## src/rtl/codifica_hamming_fila.sv

```systemverilog
// Hamming(15,11) encoder feeding a small codeword FIFO.
// Latency: 1 cycle from the acceptance edge to out_valid when the FIFO is empty.
// Backpressure: in_ready drops when the FIFO is full; a same-cycle pop does not reopen it.
//
// Parameters:
//   PROFUNDIDADE  FIFO depth in codewords; a power of two from 2 to 16.
//
// Optional build macro:
//   ERR_INJ_EN    Adds the inj_pos port. A nonzero inj_pos at acceptance flips
//                 codeword bit inj_pos-1 before the codeword is stored, so the
//                 downstream corrector can be exercised with single-bit errors.
//
// Ports:
//   clk        single clock; all state changes on the rising edge
//   rst_n      asynchronous active-low reset; empties the FIFO
//   in_valid   dado holds a word to encode
//   in_ready   the FIFO has room for a word this cycle
//   dado       11-bit data word d10..d0
//   inj_pos    error-injection position (ERR_INJ_EN builds only)
//   out_valid  codigo holds a valid codeword (FIFO not empty)
//   out_ready  downstream consumes codigo this cycle
//   codigo     codeword at the FIFO head; all zeros while the FIFO is empty
//   nivel      current FIFO occupancy

module codifica_hamming_fila #(
  parameter int PROFUNDIDADE = 4
) (
  input  logic        clk,
  input  logic        rst_n,
  input  logic        in_valid,
  output logic        in_ready,
  input  logic [10:0] dado,
`ifdef ERR_INJ_EN
  input  logic [3:0]  inj_pos,
`endif
  output logic        out_valid,
  input  logic        out_ready,
  output logic [14:0] codigo,
  output logic [4:0]  nivel
);

  // Pointer width; depth is a power of two, so natural pointer overflow
  // is exactly the modulo-PROFUNDIDADE wrap.
  localparam int PW = $clog2(PROFUNDIDADE);
  localparam logic [4:0] PROF_NIVEL = 5'(PROFUNDIDADE);

  // Codeword bit k is Hamming position k+1. Parity sits at the
  // power-of-two positions (bits 0, 1, 3, 7); data fills the rest in order.
  function automatic logic [14:0] hamming_enc(input logic [10:0] d);
    logic [14:0] c;
    c        = '0;
    c[2]     = d[0];
    c[6:4]   = d[3:1];
    c[14:8]  = d[10:4];
    c[0]     = c[2] ^ c[4] ^ c[6] ^ c[8]  ^ c[10] ^ c[12] ^ c[14];
    c[1]     = c[2] ^ c[5] ^ c[6] ^ c[9]  ^ c[10] ^ c[13] ^ c[14];
    c[3]     = c[4] ^ c[5] ^ c[6] ^ c[11] ^ c[12] ^ c[13] ^ c[14];
    c[7]     = ^c[14:8];
    return c;
  endfunction

  logic [PW-1:0] wr_q, wr_d;
  logic [PW-1:0] rd_q, rd_d;
  logic [4:0]    nivel_q, nivel_d;
  logic [14:0]   mem_q [PROFUNDIDADE];

  logic          push;
  logic          pop;
  logic [14:0]   erro_mask;
  logic [14:0]   palavra;

  // Flow control comes from registered occupancy only, so a full FIFO
  // refuses a push even when the head is being popped in the same cycle.
  assign in_ready  = (nivel_q != PROF_NIVEL);
  assign out_valid = (nivel_q != 5'd0);
  assign push      = in_valid & in_ready;
  assign pop       = out_valid & out_ready;
  assign nivel     = nivel_q;

  // Storage is not reset, so the head is masked while empty to keep
  // stale or uninitialised codewords off the output.
  assign codigo    = out_valid ? mem_q[rd_q] : 15'h0000;

`ifdef ERR_INJ_EN
  // inj_pos == 0 means no injection; otherwise it names Hamming position
  // inj_pos, i.e. codeword bit inj_pos-1.
  always_comb begin
    erro_mask = '0;
    if (inj_pos != 4'd0) begin
      erro_mask = 15'b1 << (inj_pos - 4'd1);
    end
  end
`else
  assign erro_mask = '0;
`endif

  assign palavra = hamming_enc(dado) ^ erro_mask;

  always_comb begin
    wr_d    = wr_q;
    rd_d    = rd_q;
    nivel_d = nivel_q;
    if (push) begin
      wr_d = wr_q + 1'b1;
    end
    if (pop) begin
      rd_d = rd_q + 1'b1;
    end
    case ({push, pop})
      2'b10:   nivel_d = nivel_q + 5'd1;
      2'b01:   nivel_d = nivel_q - 5'd1;
      default: nivel_d = nivel_q;
    endcase
  end

  always_ff @(posedge clk or negedge rst_n) begin
    if (!rst_n) begin
      wr_q    <= '0;
      rd_q    <= '0;
      nivel_q <= '0;
    end else begin
      wr_q    <= wr_d;
      rd_q    <= rd_d;
      nivel_q <= nivel_d;
    end
  end

  // Data array: written at the acceptance edge, no reset needed because
  // occupancy alone decides which entries are visible.
  always_ff @(posedge clk) begin
    if (push) begin
      mem_q[wr_q] <= palavra;
    end
  end

endmodule

```

## config.mk

```make
export PLATFORM = sky130hd
export DESIGN_NAME = codifica_hamming_fila
export DESIGN_NICKNAME = d
export VERILOG_FILES = /design/src/rtl/codifica_hamming_fila.sv
export SDC_FILE = /design/constraint.sdc
export NUM_CORES = 1
export LEC_CHECK = 0
export BUFFER_PORTS_ARGS = -buffer_cell sky130_fd_sc_hd__buf_4
export CORE_UTILIZATION = 45
export CTS_CLUSTER_SIZE = 10
export DETAILED_ROUTE_END_ITERATION = 12
export RECOVER_POWER = 50
export SLEW_MARGIN = 5
export SYNTH_ARGS = -nofsm -noshare
export SYNTH_HDL_FRONTEND = slang
export SYNTH_SLANG_ARGS = --single-unit
```

## constraint.sdc

```tcl
create_clock -name clk -period 7 [get_ports clk]
set_clock_uncertainty 0.05 [all_clocks]
set_input_delay 1.4 -clock clk [delete_from_list [all_inputs] [get_ports clk]]
set_output_delay 1.4 -clock clk [all_outputs]
set_load 0.01 [all_outputs]
```

==> flow_metrics.env, run 1 <==
export IMPL_vdd_drop_max_mv=0.163
export IMPL_io_buffers=36
export IMPL_drive_above_1_share_pct=21.4
export IMPL_ios=37
export IMPL_wirelength_mm=5.36
export IMPL_cp_num_buf_inv=1
export IMPL_clkTransAtPathRegs_ns=0.07
export IMPL_grt_pass1_wl_mm=8.69
export IMPL_finalHoldViolCount=0
export IMPL_die_area_um2=7150
export IMPL_clk_latency_ns=0.33
export IMPL_setup_worst_path_start="rd_q[0]$_DFFE_PN0P_"
export IMPL_die_w_um=84.6
export IMPL_maxSlewViolCount=0
export IMPL_cts_setup_buffers=0
export IMPL_path_delay_family="flip-flops"
export IMPL_cts_buffers=9
export IMPL_critical_path_class="register to primary output"
export IMPL_start_util_pct=47.5
export IMPL_avgViaCountPerCell=5.38
export IMPL_synth_seq_cells=69
export IMPL_drtAntennaViolNets=0
export IMPL_die_y_um=84.6
export IMPL_syn_inst=171
export IMPL_rsz0062_at_grt="false"
export IMPL_finalSetupTns_ns=0
export IMPL_cts_resized=0
export IMPL_place_inst=277
export IMPL_powerDensity_nw_per_um2=420
export IMPL_track_usage_pct=16.8
export IMPL_clk_path_buf_depth=2
export IMPL_cts_tree="done"
export IMPL_core_um2=6460
export IMPL_worstSetupStartpointType="register"
export IMPL_dpl_hpwl_mm=3.39
export IMPL_min_delay_start="nivel[4]$_DFFE_PN0P_"
export IMPL_grt_pass1_vias=1685
export IMPL_max_freq_mhz=265
export IMPL_crit_arrival_ns=2.32
export IMPL_fin_crit_ns=3.77
export IMPL_drt_iter0_drc=80
export IMPL_final_cells=292
export IMPL_num_vias=1572
export IMPL_cp_cell_sequence="mux4_1 -> and2_1 -> buf_4"
export IMPL_grt_remaining_overflow=0
export IMPL_cp_slowest_stage_delay_ns=1.02
export IMPL_grt_max_degree=19
export IMPL_antenna_found_initial=0
export IMPL_worstHoldPathType="register to register"
export IMPL_postCtsHoldBufs=0
export IMPL_slowest_stage="dfrtp_1"
export IMPL_ys_types=29
export IMPL_reg2reg_from="nivel[0]$_DFFE_PN0P_"
export IMPL_syn2layout_area_growth_pct=14.1
export IMPL_cap_violations=0
export IMPL_fin_area_um2=3500
export IMPL_fill_cells=549
export IMPL_setup_viol=0
export IMPL_cts_root_buf="clkbuf_8"
export IMPL_cts_max_level=3
export IMPL_place_area_um2=3380
export IMPL_synth_area_um2=3070
export IMPL_clock_sinks=69
export IMPL_leakage_nw=1.26
export IMPL_syn_num_nets=193
export IMPL_crit_required_ns=5.55
export IMPL_gp_congestion=0.773
export IMPL_wl_per_cell_um=18.4
export IMPL_multi_input_area_um2=965
export IMPL_path_max_fanout=17
export IMPL_diodes=0
export IMPL_postLayoutCoreUtil_pct=54.2
export IMPL_avgSynthCellArea_um2=17.9
export IMPL_worst_slew_pin_slew_ns=1.03
export IMPL_finalCritPeriodShare_pct=53.8
export IMPL_power_mw=1.47
export IMPL_row_count=29
export IMPL_yosys_warnings=0
export IMPL_register_area_um2=2030
export IMPL_drcViolationCount=0
export IMPL_dr_pass1_iters=6
export IMPL_nNetsFinal=233
export IMPL_worstSetupEndpointType="primary output"
export IMPL_relSlewSlack_pct=31.5
export IMPL_ys_seq_area_share_pct=66.0
export IMPL_outcome="finished, final reports clean"
-- placed cells by master (no fill, tap or decap), types with 2 or more instances in the layout --
master / netlist / routed
clkinv_2: 0 / 2
and2_1: 16 / 15
xnor2_1: 19 / 19
and3_1: 4 / 4
clkbuf_1: 1 / 14
buf_4: 0 / 23
a21oi_1: 6 / 6
clkbuf_8: 0 / 9
mux4_2: 8 / 8
nor4b_1: 2 / 2
edfxtp_1: 60 / 60
and2_0: 0 / 2
ha_1: 7 / 7
mux4_1: 7 / 7
dfrtp_1: 9 / 9
inv_1: 3 / 3
nor2_1: 2 / 2
xor2_1: 9 / 9
-- metrics by stage --
stage | hold WS [ns] | worst slack [ns]
finish | 0.459 | 3.23
floorplan | 0.485 | 4.09
global placement | 0.467 | 3.60
global route | 0.502 | 3.07
detailed placement | 0.465 | 3.53
CTS | 0.481 | 3.17
-- Yosys cell counts, drive strengths merged --
master | instances | area (um^2)
edfxtp | 60 | 1800
xnor2 | 19 | 166
and2 | 17 | 109
mux4 | 15 | 364
dfrtp | 9 | 225
xor2 | 9 | 78.8
ha | 7 | 87.6
a21oi | 6 | 30.0
buf | 6 | 51.3
and3 | 4 | 25.0
inv | 3 | 11.3
mux2 | 2 | 26.3
nor2 | 2 | 7.51
nor4b | 2 | 17.5
and3b | 1 | 8.76
clkbuf | 1 | 3.75
nand2 | 1 | 3.75
nand2b | 1 | 6.26
nand3 | 1 | 5.00
nand3b | 1 | 11.3
nor2b | 1 | 6.26
nor3 | 1 | 10.0
o21ai | 1 | 5.00
o31ai | 1 | 7.51
-- per-layer routing --
metal / track usage (%) / share of wire (%) / wire length (um) / vias up
met5: 0 / 0 / 0 / -
met4: 7.55 / 0.99 / 53 / 0
met3: 4.13 / 3.4 / 184 / 6
met2: 27.5 / 51 / 2740 / 37
met1: 21.2 / 45 / 2390 / 802
li1: - / - / - / 727
-- final cells by class --
cell class              instances  area share, %
clock inverters                 5           1.50
well taps                      77           2.75
clock buffers                  10           3.65
repair buffers                 36           6.33
flip-flops and latches         69           57.9
multi-input cells              92           27.6
inverters                       3          0.322
-- state kept, by name (all words and copies together), names as in the netlist --
register  flops
mem_q        60
nivel         5
rd_q          2
wr_q          2
-- kinds of logic (layout without fill, tap and decap cells) --
kind of cell / count (synthesis) / count (layout) / synth area share [%]
adders and majority gates: 7 / 7 / 2.85
DFF: 69 / 69 / 66.0
AOI/OAI and AO/OA: 8 / 8 / 1.39
and+or+nand+nor: 32 / 32 / 6.85
xor gates and xnor gates: 28 / 28 / 7.99
muxes: 17 / 17 / 12.7
buffers and inverters: 10 / 54 / 2.16
-- worst paths after layout --
check                                        to  slack (ns)  cells after the start
min in group asynchronous  nivel[0]$_DFFE_PN0P_        0.96                      1
setup / recovery                      codigo[5]        3.23                      3
hold / removal             nivel[4]$_DFFE_PN0P_        0.46                      1
hold reg to reg            nivel[4]$_DFFE_PN0P_        0.46                      1
max in group asynchronous  nivel[4]$_DFFE_PN0P_        5.58                      1
setup reg to reg           nivel[4]$_DFFE_PN0P_        4.04                     10
-- report_power, final --
group / switching, mW / internal [mW]
clock network: 0.137 / 0.161
logic: 0.223 / 0.285
registers: 0.0975 / 0.567
total: 0.458 / 1.01
No activity file was read; power rests on OpenSTA's default activity.
==> inputs of run 2 (changes only) <==
--- a/config.mk
+++ b/config.mk
@@ -9,6 +9,7 @@
 export CORE_UTILIZATION = 45
 export CTS_CLUSTER_SIZE = 10
 export DETAILED_ROUTE_END_ITERATION = 12
+export PLACE_DENSITY = 0.67
 export RECOVER_POWER = 50
 export SLEW_MARGIN = 5
 export SYNTH_ARGS = -nofsm -noshare
==> constraint.sdc (replaced) <==
create_clock -name clk -period 3.12 [get_ports clk]
set_clock_uncertainty 0.05 [all_clocks]
set_input_delay 0.624 -clock clk [delete_from_list [all_inputs] [get_ports clk]]
set_output_delay 0.624 -clock clk [all_outputs]
set_load 0.01 [all_outputs]
==> flow_metrics.env, run 2 (same netlist as run 1, synthesis figures left out) <==
export IMPL_outcome="finished, final reports clean"
export IMPL_slowest_stage="dfrtp_1"
export IMPL_grt_pass1_wl_mm=8.60
export IMPL_fin_area_um2=3570
export IMPL_nNetsFinal=236
export IMPL_grt_max_degree=18
export IMPL_grt_remaining_overflow=0
export IMPL_dr_pass1_iters=6
export IMPL_largest_register="mem_q"
export IMPL_powerDensity_nw_per_um2=979
export IMPL_fill_cells=527
export IMPL_final_common_cell="edfxtp_1"
export IMPL_num_vias=1585
export IMPL_clk_latency_ns=0.34
export IMPL_wl_per_cell_um=18.3
export IMPL_dpl_hpwl_mm=3.46
export IMPL_setup_viol=0
export IMPL_place_inst=280
export IMPL_cts_buffers=9
export IMPL_cp_cell_sequence="nor3_1 -> nand3b_2 -> and2_4 -> inv_1 -> ha_1 -> xor2_1 -> ha_1 -> a21oi_1 -> nor4b_1 -> a21oi_1 -> xnor2_1"
export IMPL_cp_slowest_stage_delay_ns=0.46
export IMPL_crit_arrival_ns=2.91
export IMPL_core_um2=6460
export IMPL_cts_setup_buffers=0
export IMPL_finalCritPeriodShare_pct=87.8
export IMPL_final_cells=296
export IMPL_avgViaCountPerCell=5.35
export IMPL_finalHoldViolCount=0
export IMPL_cap_violations=0
export IMPL_leakage_nw=1.28
export IMPL_max_freq_mhz=365
export IMPL_track_usage_pct=16.6
export IMPL_syn2layout_area_growth_pct=16.2
export IMPL_clkTransAtPathRegs_ns=0.07
export IMPL_path_max_fanout=8
export IMPL_drive_above_1_share_pct=21.5
export IMPL_largest_reg_flops=60
export IMPL_ios=37
export IMPL_worst_slew_pin_slew_ns=0.864
export IMPL_die_area_um2=7150
export IMPL_gp_congestion=0.789
export IMPL_clock_sinks=69
export IMPL_worstHoldPathType="input pin to async pin"
export IMPL_vdd_drop_max_mv=0.476
export IMPL_crit_required_ns=3.30
export IMPL_drcViolationCount=0
export IMPL_diodes=0
export IMPL_drt_iter0_drc=105
export IMPL_power_mw=3.49
export IMPL_critical_path_class="register to register"
export IMPL_relSlewSlack_pct=42.4
export IMPL_mostFrequentLayoutCells="60 x edfxtp_1, 21 x buf_4, 19 x xnor2_1, 19 x clkbuf_1, 16 x and2_1"
export IMPL_start_util_pct=47.5
export IMPL_worstSetupStartpointType="register"
export IMPL_antenna_found_initial=0
export IMPL_die_y_um=84.6
export IMPL_rsz0062_at_grt="false"
export IMPL_clk_path_buf_depth=2
export IMPL_cts_max_level=3
export IMPL_cts_root_buf="clkbuf_8"
export IMPL_place_area_um2=3400
export IMPL_worstSetupEndpointType="register"
export IMPL_grt_pass1_vias=1671
export IMPL_postCtsHoldBufs=0
export IMPL_cts_tree="done"
export IMPL_drtAntennaViolNets=0
export IMPL_maxSlewViolCount=0
export IMPL_finalSetupTns_ns=0
export IMPL_io_buffers=36
export IMPL_row_count=29
export IMPL_die_w_um=84.6
export IMPL_wirelength_mm=5.43
export IMPL_cts_resized=0
export IMPL_fin_crit_ns=2.74
run 2: cell types whose count changed in the layout (fill, tap and decap cells not counted):
cell	delta
buf_4	-2
clkbuf_1	+5
and2_4	+1
bufinv_16	+2
and2_1	+1
clkinvlp_4	+1
and2_0	-2
clkinv_2	-1
clkinv_1	-1
run 2: final timing paths:
check                                           from              endpoint  slack, ns  depth (start not counted)
worst max-delay path            nivel[0]$_DFFE_PN0P_  nivel[4]$_DFFE_PN0P_       0.38                         11
worst min-delay path                           rst_n  nivel[2]$_DFFE_PN0P_       0.17                          1
worst max register to register  nivel[0]$_DFFE_PN0P_  nivel[4]$_DFFE_PN0P_       0.38                         11
worst min register to register  nivel[4]$_DFFE_PN0P_  nivel[4]$_DFFE_PN0P_       0.46                          1
max in group asynchronous                      rst_n  nivel[0]$_DFFE_PN0P_       2.52                          1
min in group clk                nivel[4]$_DFFE_PN0P_  nivel[4]$_DFFE_PN0P_       0.46                          1
run 2: power by group:
group / leakage, nW / switching, mW / internal [mW]
Sequential: 0.656 / 0.160 / 1.27
Clock: 0.116 / 0.329 / 0.531
Combinational: 0.508 / 0.562 / 0.634
Total: 1.28 / 1.05 / 2.44
run 2: layer usage:
metal / share of wire, % / track usage, % / vias to the layer above
li1: - / - / 734
met1: 44 / 20.9 / 809
met2: 51 / 27.4 / 35
met3: 3.0 / 3.44 / 7
met4: 1.7 / 8.32 / 0
met5: 0 / 0 / -
run 2: layout make-up:
type / count / area (um^2) / area share (%)
flip-flops and latches: 69 / 2030 / 56.8
multi-input cells: 92 / 967 / 27.1
repair buffers: 39 / 225 / 6.32
clock buffers: 10 / 128 / 3.58
clock inverters: 6 / 111 / 3.12
well taps: 77 / 96.3 / 2.70
inverters: 3 / 11.3 / 0.316
run 2: worst max-delay path: cells and delay by family, from the launching register on:
kind | cells | cell delay, ns
AND/OR/NAND/NOR | 4 | 0.99
adder cells (fa/ha/maj) | 2 | 0.55
flip-flops | 1 | 0.46
XOR/XNOR | 2 | 0.32
AO/OA/AOI/OAI | 2 | 0.19
buffers and inverters | 1 | 0.08
run 2: per-stage QoR:
| step | hold WS, ns | setup slack [ns] | utilization (%) |
|---|---|---|---|
| global placement | 0.406 | 0.688 | 52.7 |
| floorplan | 0.278 | 0.731 | - |
| finish | 0.166 | 0.381 | 55.2 |
| detailed placement | 0.405 | 0.483 | 52.7 |
| global route | 0.204 | 0.173 | 55.2 |
| CTS | 0.0361 | 0.472 | 56.4 |
==> inputs of run 3 (changes only) <==
--- a/config.mk
+++ b/config.mk
@@ -6,10 +6,11 @@
 export NUM_CORES = 1
 export LEC_CHECK = 0
 export BUFFER_PORTS_ARGS = -buffer_cell sky130_fd_sc_hd__buf_4
-export CORE_UTILIZATION = 45
+export CORE_MARGIN = 4
+export CORE_UTILIZATION = 52
 export CTS_CLUSTER_SIZE = 10
 export DETAILED_ROUTE_END_ITERATION = 12
-export PLACE_DENSITY = 0.67
+export PLACE_DENSITY = 0.75
 export RECOVER_POWER = 50
 export SLEW_MARGIN = 5
 export SYNTH_ARGS = -nofsm -noshare
==> flow_metrics.env, run 3 (same netlist as run 1, synthesis figures left out) <==
export IMPL_crit_arrival_ns=2.94
export IMPL_critical_path_class="register to register"
export IMPL_gp_congestion=0.779
export IMPL_worstSetupStartpointType="register"
export IMPL_start_util_pct=54.7
export IMPL_finalHoldViolCount=0
export IMPL_dpl_hpwl_mm=3.68
export IMPL_wl_per_cell_um=19.0
export IMPL_cts_root_buf="clkbuf_8"
export IMPL_worst_hold_slack_ns=0.175
export IMPL_cts_setup_buffers=0
export IMPL_leakage_nw=1.26
export IMPL_relSlewSlack_pct=43.5
export IMPL_path_max_fanout=8
export IMPL_cap_violations=0
export IMPL_cp_cell_sequence="nor3_1 -> nand3b_2 -> and2_4 -> inv_1 -> ha_1 -> xor2_1 -> ha_1 -> a21oi_1 -> nor4b_1 -> a21oi_1 -> xnor2_1"
export IMPL_worstSetupEndpointType="register"
export IMPL_drt_iter0_drc=76
export IMPL_fill_cells=433
export IMPL_nNetsFinal=235
export IMPL_wirelength_mm=5.51
export IMPL_row_count=27
export IMPL_maxSlewViolCount=0
export IMPL_worstHoldPathType="input pin to async pin"
export IMPL_cts_buffers=9
export IMPL_worst_slew_pin_slew_ns=0.847
export IMPL_grt_pass1_wl_mm=8.69
export IMPL_die_area_um2=7200
export IMPL_crit_required_ns=3.30
export IMPL_antenna_found_initial=0
export IMPL_largest_register="mem_q"
export IMPL_cp_slowest_stage_delay_ns=0.45
export IMPL_track_usage_pct=16.4
export IMPL_postCtsHoldBufs=0
export IMPL_path_delay_family="simple AND/OR/NAND/NOR gates"
export IMPL_finalSetupTns_ns=0
export IMPL_largest_reg_flops=60
export IMPL_setup_viol=0
export IMPL_vdd_drop_max_mv=0.428
export IMPL_grt_max_degree=18
export IMPL_clk_path_buf_depth=2
export IMPL_cp_num_buf_inv=1
export IMPL_clk_latency_ns=0.34
export IMPL_max_freq_mhz=362
export IMPL_clock_sinks=69
export IMPL_drtAntennaViolNets=0
export IMPL_drcViolationCount=0
export IMPL_rsz0062_at_grt="false"
export IMPL_cts_tree="done"
export IMPL_avgViaCountPerCell=5.43
export IMPL_drive_above_1_share_pct=20.6
export IMPL_powerDensity_nw_per_um2=943
export IMPL_grt_pass1_vias=1723
export IMPL_outcome="finished, final reports clean"
export IMPL_fin_crit_ns=2.76
export IMPL_die_y_um=84.8
export IMPL_finalCritPeriodShare_pct=88.6
export IMPL_dr_pass1_iters=4
export IMPL_mostFrequentLayoutCells="60 x edfxtp_1, 21 x clkbuf_1, 20 x buf_4"
export IMPL_diodes=0
export IMPL_core_um2=5610
export IMPL_syn2layout_area_growth_pct=14.0
export IMPL_io_buffers=36
export IMPL_cts_resized=0
export IMPL_num_vias=1574
export IMPL_final_common_cell="edfxtp_1"
export IMPL_clkTransAtPathRegs_ns=0.07
export IMPL_die_w_um=84.8
export IMPL_ios=37
export IMPL_slowest_stage="dfrtp_1"
export IMPL_cts_max_level=3
export IMPL_grt_remaining_overflow=0
## run 3: metrics by stage
stage / cell area, um^2 / utilization [%] / setup WS [ns] / total power, mW / std cells
floorplan: 3070 / - / 0.731 / 2.23 / 171
global placement: 3390 / 60.4 / 0.731 / 2.64 / 274
detailed placement: 3390 / 60.4 / 0.478 / 2.72 / 274
CTS: 3570 / 63.7 / 0.462 / 3.38 / 290
global route: 3500 / 62.4 / 0.164 / 3.49 / 290
finish: 3500 / 62.4 / 0.357 / 3.30 / 290
## run 3: layout make-up
class | instances | area (um^2) | share of cell area [%]
Sequential cell | 69 | 2030 | 57.9
Multi-Input combinational cell | 92 | 971 | 27.8
Timing Repair Buffer | 38 | 218 | 6.22
Clock buffer | 15 | 176 | 5.04
Tap cell | 72 | 90.1 | 2.58
Inverter | 3 | 11.3 | 0.322
Clock inverter | 1 | 5.00 | 0.143
## run 3: power by group
group          switching (mW)  total, mW  internal [mW]
Clock                   0.308      0.662          0.354
Combinational           0.573       1.20          0.632
Sequential              0.157       1.43           1.27
Total                    1.04       3.30           2.26
## run 3: metal layers
metal  share of wire (%)  wire length (um)  global-route usage, %  vias to the layer above
met5                   0                 0                      0                        -
met4                 1.7                94                   9.21                        0
met3                 4.3               238                   4.27                       11
li1                    -                 -                      -                      733
met1                  42              2330                   19.6                      785
met2                  52              2850                   27.0                       45
## run 3: final timing paths
path,to,from,slack [ns],cells past startpoint
worst max register to register,nivel[4]$_DFFE_PN0P_,nivel[0]$_DFFE_PN0P_,0.36,11
worst min register to register,nivel[4]$_DFFE_PN0P_,nivel[4]$_DFFE_PN0P_,0.46,1
min in group clk,nivel[4]$_DFFE_PN0P_,nivel[4]$_DFFE_PN0P_,0.46,1
worst max-delay path,nivel[4]$_DFFE_PN0P_,nivel[0]$_DFFE_PN0P_,0.36,11
worst min-delay path,nivel[3]$_DFFE_PN0P_,rst_n,0.17,1
max in group asynchronous,nivel[2]$_DFFE_PN0P_,rst_n,2.50,1
## run 3: worst register-to-register path: stages, from the launching register on
cell,delay (ns)
dfrtp_1,0.45
nor3_1,0.35
nand3b_2,0.17
and2_4,0.21
inv_1,0.08
ha_1,0.33
xor2_1,0.20
ha_1,0.21
a21oi_1,0.09
nor4b_1,0.28
a21oi_1,0.10
xnor2_1,0.13
